$ cat src/rtl/meduram_bank.sv
// meduram_bank: core-clock storage bank with two write ports and one read port.
// Clears itself after reset (INIT), then serves read-first reads with
// read/write and write/write conflict flags (RUN).
module meduram_bank #(
  parameter int ADDR_WIDTH = 3,
  parameter int DATA_WIDTH = 8
) (
  input  logic                  aclk,
  input  logic                  srst,
  input  logic                  wren0,
  input  logic [ADDR_WIDTH-1:0] wraddr0,
  input  logic [DATA_WIDTH-1:0] wrdata0,
  input  logic                  wren1,
  input  logic [ADDR_WIDTH-1:0] wraddr1,
  input  logic [DATA_WIDTH-1:0] wrdata1,
  input  logic                  rden,
  input  logic [ADDR_WIDTH-1:0] rdaddr,
  output logic [DATA_WIDTH-1:0] rddata,
  output logic [1:0]            rdcollision,
  output logic                  wrcollision,
  output logic                  init_done
);

  localparam int DEPTH = 1 << ADDR_WIDTH;
  localparam logic [ADDR_WIDTH-1:0] LAST_ADDR = ADDR_WIDTH'(DEPTH - 1);

  typedef enum logic {S_INIT, S_RUN} state_t;

  state_t                  state;
  logic [ADDR_WIDTH-1:0]   clr_cnt;
  logic [DATA_WIDTH-1:0]   mem [DEPTH];
  logic                    ww_hit;
  logic [1:0]              rw_hit;

  // Both write ports on one address; port 0 wins, port 1 is dropped.
  assign ww_hit = wren0 & wren1 & (wraddr0 == wraddr1);
  // Per-port read/write overlap; a losing port 1 still counts.
  assign rw_hit = {wren1 & (wraddr1 == rdaddr), wren0 & (wraddr0 == rdaddr)};

  // Storage: clear one word per cycle in INIT, user writes only in RUN.
  // Port 0 is written last so it wins even if the gating were removed.
  always_ff @(posedge aclk) begin
    if (!srst) begin
      if (state == S_INIT) begin
        mem[clr_cnt] <= '0;
      end else begin
        if (wren1 && !ww_hit) mem[wraddr1] <= wrdata1;
        if (wren0)            mem[wraddr0] <= wrdata0;
      end
    end
  end

  // Control FSM plus registered read response and collision pulse.
  // Reads sample mem before this edge's writes land (read-first).
  always_ff @(posedge aclk) begin
    if (srst) begin
      state       <= S_INIT;
      clr_cnt     <= '0;
      init_done   <= 1'b0;
      rddata      <= '0;
      rdcollision <= '0;
      wrcollision <= 1'b0;
    end else if (state == S_INIT) begin
      wrcollision <= 1'b0;
      if (clr_cnt == LAST_ADDR) begin
        state     <= S_RUN;
        init_done <= 1'b1;
      end else begin
        clr_cnt <= clr_cnt + ADDR_WIDTH'(1);
      end
      // Memory not ready yet: answer with zero data and both flags set
      // so the bridge returns an error instead of dropping the read.
      if (rden) begin
        rddata      <= '0;
        rdcollision <= 2'b11;
      end
    end else begin
      wrcollision <= ww_hit;
      if (rden) begin
        rddata      <= mem[rdaddr];
        rdcollision <= rw_hit;
      end
    end
  end

endmodule

$ cat config.mk
export PLATFORM = sky130hd
export DESIGN_NAME = meduram_bank
export DESIGN_NICKNAME = d
export VERILOG_FILES = /design/src/rtl/meduram_bank.sv
export SDC_FILE = /design/constraint.sdc
export NUM_CORES = 1
export LEC_CHECK = 0
export BUFFER_PORTS_ARGS = -buffer_cell sky130_fd_sc_hd__buf_4
export CAP_MARGIN = 10
export CORE_ASPECT_RATIO = 0.8
export CORE_MARGIN = 2
export CORE_UTILIZATION = 55
export CTS_BUF_LIST = sky130_fd_sc_hd__clkbuf_4 sky130_fd_sc_hd__clkbuf_8
export CTS_CLUSTER_DIAMETER = 50
export DETAILED_ROUTE_END_ITERATION = 16
export MAX_ROUTING_LAYER = met4
export PLACE_DENSITY = 0.75
export SLEW_MARGIN = 20
export SYNTH_ARGS = -nofsm -noshare
export SYNTH_HDL_FRONTEND = slang
export SYNTH_SLANG_ARGS = --single-unit
$ cat constraint.sdc
create_clock -name aclk -period 1.85 [get_ports aclk]
set_input_delay 0.0925 -clock aclk [delete_from_list [all_inputs] [get_ports aclk]]
set_output_delay 0.0925 -clock aclk [all_outputs]
set_load 0.005 [all_outputs]
Word-level counts from Yosys, hierarchy flattened
Memory sizes are Yosys's and may differ from the RTL's.
Cells that the tools add are included.
{ "totals": {"in_bits": 30, "output_inout_bits": 12, "ff_bits": 16, "ramBits": 64, "word_cells": 46, "mem_count": 1} }
{ "classes": {"eq_ne": 4, "n_addsub": 1, "reduce_logical": 6, "muxes": 22, "bitwise_logic": 6} }
{ "memory_table": {"columns": ["name", "words", "word_bits", "read_ports", "rd_ports_with_merged_regs", "wr", "line_no", "source"], "rows": [
  ["mem", 8, 8, 1, 0, 2, "31", "logic [DATA_WIDTH-1:0] mem [DEPTH];"]
]} }
{ "ops": {"columns": ["op", "n"], "rows": [
  ["8-bit two-way mux", 4],
  ["1-bit two-way mux", 14],
  ["3-bit == test", 3],
  ["8-bit OR reduction", 1],
  ["2-bit two-way mux", 3],
  ["1-bit AND", 4],
  ["2-bit AND reduction", 2],
  ["3-bit by 1-bit adder with 3-bit output (second input constant)", 1],
  ["3-bit == test (second input constant)", 1],
  ["3-bit two-way mux", 1],
  ["1-bit NOT", 2],
  ["2-bit OR reduction", 1],
  ["1-bit logical AND", 1],
  ["1-bit logical NOT", 1]
]} }

Logic depth before layout (Yosys ltp)
Gate-level depths: netlist (run 1).
{ "logic_depth": {"ltp_word": 10, "depth_mapped": 7, "ltp_nobuf": 5} }

Worst setup path after synthesis (run 1)
No wires, ideal clock.
{ "synth_timing": {"kind": "reg-to-reg", "startpoint": "register state", "endpoint": "memory mem[6][0], enable pin", "required_ns": 1.475, "setup_ns": 0.375, "n_path_buf": 2, "slack_ns": -0.208, "synth_period_minus_slack_ns": 2.058, "arrival_ns": 1.683, "path_stages_with_launch": 7, "cell_sequence": "dfxtp_1 > buf_6 > nand3b_1 > a41oi_2 > buf_6 > mux2_2 > o21bai_1"} }
{ "synth_rtl": {"columns": ["element", "line_no", "source"], "rows": [
  ["from (decl)", "29", "state_t state;"],
  ["from (signal assigned)", "57", "state <= S_INIT;"],
  ["from (signal assigned)", "66", "state <= S_RUN;"],
  ["to (decl)", "31", null]
]} }

==> impl_metrics.yaml, run 1 <==
global_routing:
  first_global_vias: 3064
  grt_usage: 0.2829
  gr-usage-met2: 0.4207
  grt_antenna_before_repair: 0
  grt_start_max_net_pins: 20
  grt_pass1_wl_um: 17040
  use_met1: 0.3777
  top_usage_layer: "met2"
  grt_use_met3: 0.08081
  grt_remaining_overflow: 0
power:
  peakVddDrop_uv: 502.5
  power_density_nw_per_um2: 733.7
  p_leak_nw: 2.057
  power_mw: 3.801
yosys:
  synthDominantCellAreaShare: 0.4498
  synth_simple_gate_area_frac: 0.08755
  synth_top_family_by_area: "multiplexers"
  synthDistinctLibCells: 34
  synth-adder-area-share: 0.005857
  synth_area_leaders: "edfxtp_1 45%, mux2_2 17%, mux2i_1 8.0%, dfxtp_1 7.5%, buf_6 2.1%"
  synth_flop_cell: "edfxtp_1"
  yosysWarnings: 0
  synth.avg_cell_area_sq_um: 13.03
  synth_commonest_cells: "65 x mux2_2, 64 x edfxtp_1, 34 x mux2i_1"
  async_reset_ff_frac: 0
  synth.most_common_cell: "mux2_2"
  syn-num-nets: 360
  synth_mux_area_frac: 0.2510
  synth-compound-area-share: 0.07028
  yosys.area_share.xor_xnor: 0.02050
  synth_area_sq_um: 4273
  synth_edf_count: 64
  netlist_instances: 328
  yosys.area.top_type: "edfxtp_1"
  ys_seq_area_frac: 0.5247
  yosys_register_bits: 80
die:
  die_y_um: 82.84
  rows: 28
  initial_core_util: 0.5726
  io_pins: 42
  die_area_sq_um: 8494
  coreArea_sq_um: 7462
  die_w_um: 102.5
routing:
  vias_per_cell: 5.972
  firstDrtPassIters: 5
  wire_per_inst_um: 22.00
  routed_wl_um: 10960
  vias: 2974
  ant_nets: 0
  initialDrtViolationCount: 306
  drc: 0
worst_setup_path:
  reg2reg_depth: 5
  r2r-start: "state"
  crit_path_max_fanout: 8
  cp_top_family: "compound AO/OA/AOI/OAI gates"
  cpPeakStageDelay_ps: 370
  crit_chain: "nand3b_1 -> a41oi_2 -> buf_4 -> mux2_4 -> o21bai_4"
  cp_num_buf_inv: 1
  critPathSlowestCell: "dfxtp_2"
  worstPathArrival_ps: 1830
  end_kind: "flip-flop"
  r2r-end: "mem[7][3]"
  r2r_setup_slack_ps: 50
  required_ps: 1880
  crit_type: "reg -> reg"
  start_kind: "flip-flop"
timing:
  setup_slack_ps: 46.96
  maxClockFrequency_mhz: 554.6
  drv_slew: 0
  slew_headroom: 0.6211
  fin_worst_skew_ps: 10.04
  worst_slew_pin_slew_ps: 567.3
  finalHoldViolCount: 0
  fin_crit_sh: 0.9746
  finalCriticalPeriod_ps: 1803
  setup_viol: 0
final_layout:
  final_util: 0.6943
  diodes: 0
  multi_input_area_sq_um: 1909
  nNetsFinal: 421
  drive_gt1_frac: 0.4377
  ff_latch_area_sq_um: 2243
  postLayoutCellArea_sq_um: 5181
  area_growth_pct: 21.26
  fillers: 588
  instances_no_fill: 498
worst_hold_path:
  min_to: "rdcollision[1]"
  min_from: "rden"
  hold_depth: 3
  hold_class: "in -> reg"
place:
  port_buffers: 41
  place_inst: 480
  pre_cts_ws_ps: -180.7
  place_area_sq_um: 4916
  dp_hpwl_um: 7994
  gp_congestion: 0.9379
clock_network:
  path_clk_slew_ps: 80
  htreeDepth: 3
  clkSinkCount: 80
  cts_inserted_buffers: 9
  clkLatencyLatePin_ps: 360
  clockRootBuffer: "clkbuf_8"
  cts_buffer_depth: 2
  cts_tree: "yes"
flow_run:
  maxCapViolCount: 0
status:
  status: "finished clean"
## cells by family (layout without fill, tap and decap cells)
group | count (synthesis) | after routing
xor gates and xnor gates | 10 | 10
DFF | 80 | 80
AOI/OAI and AO/OA | 43 | 43
buffers and inverters | 27 | 92
and+or+nand+nor | 67 | 67
muxes | 99 | 99
adders and majority gates | 2 | 2
## repair_timing
item | 4_1_cts | 5_1_grt
resized for setup | 3 | 4
gates cloned | 0 | 0
pin swaps | 1 | 1
hold buffers | 1 | 0
hold endpoints to repair | 5 | 0
buffers inserted | 2 | 0
endpoints found under the setup margin | 43 | 37
## stage by stage
step / TNS, ps / hold slack (ps)
2_1_floorplan: -5206 / 263.2
3_5_place_dp: -3359 / 355.4
5_1_grt: -137.7 / 41.36
4_1_cts: 0 / 26.57
6_report: 0 / 36.44
3_3_place_gp: -1373 / 353.9
## registers in the layout, summed over array words and instances (netlist names)
name	cells
mem	64
rddata	8
clr_cnt	3
rdcollision	2
init_done	1
state	1
wrcollision	1
## worst reg2reg max path, delay by kind of cell, from the launching register on
kind / cells / cell delay [ps]
buffers and inverters: 1 / 180
flip-flops: 1 / 370
multiplexers: 1 / 340
AO/OA/AOI/OAI: 2 / 480
AND/OR/NAND/NOR: 1 / 130
## power by group
part / leakage (nW) / total, mW / switching (mW) / internal (mW)
clock: 0.111 / 1.41 / 0.612 / 0.801
sequential: 0.674 / 2.01 / 0.0245 / 1.99
combinational: 1.27 / 0.378 / 0.210 / 0.168
total: 2.06 / 3.80 / 0.846 / 2.95
## routing by layer
metal	part of all wire	routed length, um	up-vias
met4	0.022	245	0
met3	0.084	917	24
met5	0	0	-
met1	0.43	4683	1448
met2	0.47	5110	141
li1	-	-	1361
## how the worst max path moves through the flow
stage	startpoint	end	slack [ps]	depth (start not counted)
after floorplan	state	mem[0][0]	-200	6
after global placement	state	mem[4][3]	-100	6
after detailed placement	state	mem[4][3]	-180	6
after CTS	state	mem[7][2]	20	5
after global routing	state	mem[7][3]	-20	5
final	state	mem[7][3]	50	5
## cells in the final DEF (no fill, tap or decap), types with 2 or more instances in the layout
master and count:
bufinv_16 2, and2_1 6, dfxtp_1 15, inv_1 3
edfxtp_1 64, o21bai_2 3, clkbuf_4 3, o21ai_0 4
buf_4 64, a41oi_1 2, nor2b_1 6, clkbuf_8 9
nor3b_4 2, a22oi_1 8, nor2_1 17, and2_4 4
nand2_1 15, nand3b_1 3, a32oi_1 8, mux2_2 64
buf_12 9, and3_1 3, mux2i_1 33, xnor2_1 10
nor3_1 5, a21oi_1 12, ha_1 2
## final cells by class
cell class                 count  share of cell area
multi-input combinational    221              0.3685
sequential                    80              0.4330
clock buffer                  12             0.02825
inverter                       3            0.002173
clock inverter                 3             0.01328
timing repair buffer          74              0.1294
tap                          105             0.02536
(Power assumes the default switching activity.)
==> run 2, diff against run 1 <==
--- a/config.mk
+++ b/config.mk
@@ -5,6 +5,7 @@
 export SDC_FILE = /design/constraint.sdc
 export NUM_CORES = 1
 export LEC_CHECK = 0
+export ABC_AREA = 1
 export BUFFER_PORTS_ARGS = -buffer_cell sky130_fd_sc_hd__buf_4
 export CAP_MARGIN = 10
 export CORE_ASPECT_RATIO = 0.8
@@ -15,6 +16,7 @@
 export DETAILED_ROUTE_END_ITERATION = 16
 export MAX_ROUTING_LAYER = met4
 export PLACE_DENSITY = 0.75
+export SKIP_CTS_REPAIR_TIMING = 1
 export SLEW_MARGIN = 20
 export SYNTH_ARGS = -nofsm -noshare
 export SYNTH_HDL_FRONTEND = slang
==> run 2 against run 1 <==
Utilization fell by 3.2 points; synthesized area decreased by 0.85%; hold slack better by 13 ps; sequential power hardly changed; combinational power is 7.7% higher; flip-flop and latch count unchanged; cell area is 5.1% lower; clock power shrank 16%; critical path depth increased by 1; largest cell class unchanged; via count is 26% higher.
==> impl_metrics.yaml, run 2 <==
status:
  status: "finished clean"
routing:
  routed_wl_um: 11330
  vias_per_cell: 5.694
  ant_nets: 0
  vias: 3741
  wire_per_inst_um: 17.25
  firstDrtPassIters: 5
  drc: 0
  initialDrtViolationCount: 445
die:
  die_area_sq_um: 8425
  initial_core_util: 0.5704
  die_y_um: 82.50
  die_w_um: 102.1
  io_pins: 42
  rows: 28
  coreArea_sq_um: 7427
worst_setup_path:
  worstPathArrival_ps: 1930
  start_kind: "flip-flop"
  critPathMostFrequentCell: "nand2_1"
  required_ps: 2010
  crit_path_max_fanout: 9
  critPathSlowestCell: "nor2_1"
  reg2reg_depth: 6
  crit_type: "reg -> reg"
  crit_chain: "nand2_1 -> nor2_4 -> nand2_4 -> nor2_1 -> nand2_1 -> o21ai_0"
  end_kind: "flip-flop"
  cpPeakStageDelay_ps: 570
place:
  place_area_sq_um: 4725
  place_inst: 641
  port_buffers: 41
  gp_congestion: 0.9373
  dp_hpwl_um: 8050
timing:
  slew_headroom: 0.5312
  finalHoldViolCount: 0
  worst_slew_pin_slew_ps: 700.6
  fin_worst_skew_ps: 7.077
  maxClockFrequency_mhz: 565.8
  fin_crit_sh: 0.9553
  finalCriticalPeriod_ps: 1767
  rsz0062_at_grt: "false"
  drv_slew: 0
  fin_tns_setup_ps: 0
  setup_viol: 0
power:
  power_density_nw_per_um2: 731.8
  power_mw: 3.597
  peakVddDrop_uv: 402.2
  p_leak_nw: 1.880
yosys:
  synth.most_common_cell: "nand2_1"
  synth_commonest_cells: "104 x nand2_1, 100 x o21ai_0, 68 x nor2_1"
  syn-num-nets: 527
  yosys_register_bits: 80
  synthDistinctLibCells: 29
  synth.avg_cell_area_sq_um: 8.559
  synth_edf_count: 64
  synth_area_leaders: "edfxtp_1 45%, o21ai_0 12%, nand2_1 9.2%, dfxtp_1 7.6%, nor2_1 6.0%"
  synth_flop_cell: "edfxtp_1"
  yosys.area.top_type: "edfxtp_1"
  ys_seq_area_frac: 0.5292
  synth_area_sq_um: 4237
  synthDominantCellAreaShare: 0.4536
  async_reset_ff_frac: 0
  yosysWarnings: 0
  netlist_instances: 495
worst_hold_path:
  hold_class: "in -> reg"
  hold_depth: 3
flow_run:
  maxCapViolCount: 0
final_layout:
  mostFrequentLayoutCells: "100 x o21ai_0, 97 x nand2_1, 68 x nor2_1, 64 x edfxtp_1, 63 x buf_4"
  postLayoutCellArea_sq_um: 4916
  nNetsFinal: 579
  instances_no_fill: 657
  area_growth_pct: 16.04
  drive_gt1_frac: 0.2047
  final_common_cell: "o21ai_0"
  largest_reg_flops: 64
  diodes: 0
  top_register: "mem"
  top_regs: "mem (64), rddata (8), clr_cnt (3)"
global_routing:
  grt_remaining_overflow: 0
  first_global_vias: 3194
  grt_usage: 0.2923
  grt_antenna_before_repair: 0
  grt_start_max_net_pins: 25
  grt_pass1_wl_um: 17240
clock_network:
  htreeDepth: 3
  cts_tree: "yes"
  path_clk_slew_ps: 80
  cts_inserted_buffers: 9
  cts_buffer_depth: 2
  clkLatencyLatePin_ps: 360
  clkSinkCount: 80
  clockRootBuffer: "clkbuf_8"
[run 2: changes by cell type after synthesis, moves of 7 or more]
cell,previous run,this run
inv_1,3,29
nand3_1,2,22
o211ai_1,0,8
xnor2_1,10,2
a32oi_1,8,0
o21ai_0,6,100
nor2_1,17,68
buf_6,8,1
nor2_4,0,9
mux2i_1,34,0
nand2_1,15,104
a22oi_1,9,0
mux2_2,65,0
nand4_1,1,9
[run 2: final cells by class]
type | count | area, sq um
Sequential cell | 80 | 2242
Timing Repair Buffer | 63 | 473.0
Fill cell | 639 | 2511
Clock inverter | 4 | 21.27
Multi-Input combinational cell | 359 | 1765
Inverter | 34 | 130.1
Clock buffer | 12 | 152.6
Tap cell | 105 | 131.4
[run 2: where the power goes]
group | internal [mW] | switching, mW | total [mW]
Sequential | 1.98 | 0.0231 | 2.01
Combinational | 0.141 | 0.266 | 0.407
Clock | 0.549 | 0.633 | 1.18
[run 2: routing by layer]
metal / global-route usage / vias to the layer above / routed length, um
li1: - / 1791 / -
met1: 0.4192 / 1685 / 4806
met2: 0.4138 / 250 / 4777
met3: 0.08838 / 15 / 1579
met4: 0.06133 / 0 / 170
met5: - / - / 0
[run 2: cells by family after synthesis]
logic type | count (synthesis) | share of synthesized area
simple gates | 226 | 0.2434
fa+ha+maj | 2 | 0.005906
xor+xnor | 2 | 0.004135
buf+inv | 56 | 0.05818
compound gates | 129 | 0.1592
flops | 80 | 0.5292
[run 2: path summary, 6_finish.rpt]
kind | endpoint | slack [ps] | start
worst min-delay path | rdcollision[0] | 50 | rden
worst min register to register | rddata[3] | 470 | rddata[3]
worst max-delay path | mem[0][2] | 80 | state
worst max register to register | mem[0][2] | 80 | state
[run 2: critical path: cells and delay by family, from the launching register on]
family | cells | cell delay, ps
AND/OR/NAND/NOR | 5 | 1080
AO/OA/AOI/OAI | 1 | 150
flip-flops | 1 | 330
[run 2: through the flow]
step | utilization | worst slack [ps] | hold WS (ps)
after floorplan | - | 156.4 | 253.5
after global placement | 0.6361 | 4.767 | 403.6
after detailed placement | 0.6361 | -27.05 | 408.0
after CTS | 0.6595 | 42.83 | 40.08
after global routing | 0.6619 | 21.73 | 73.05
final | 0.6619 | 82.66 | 48.98
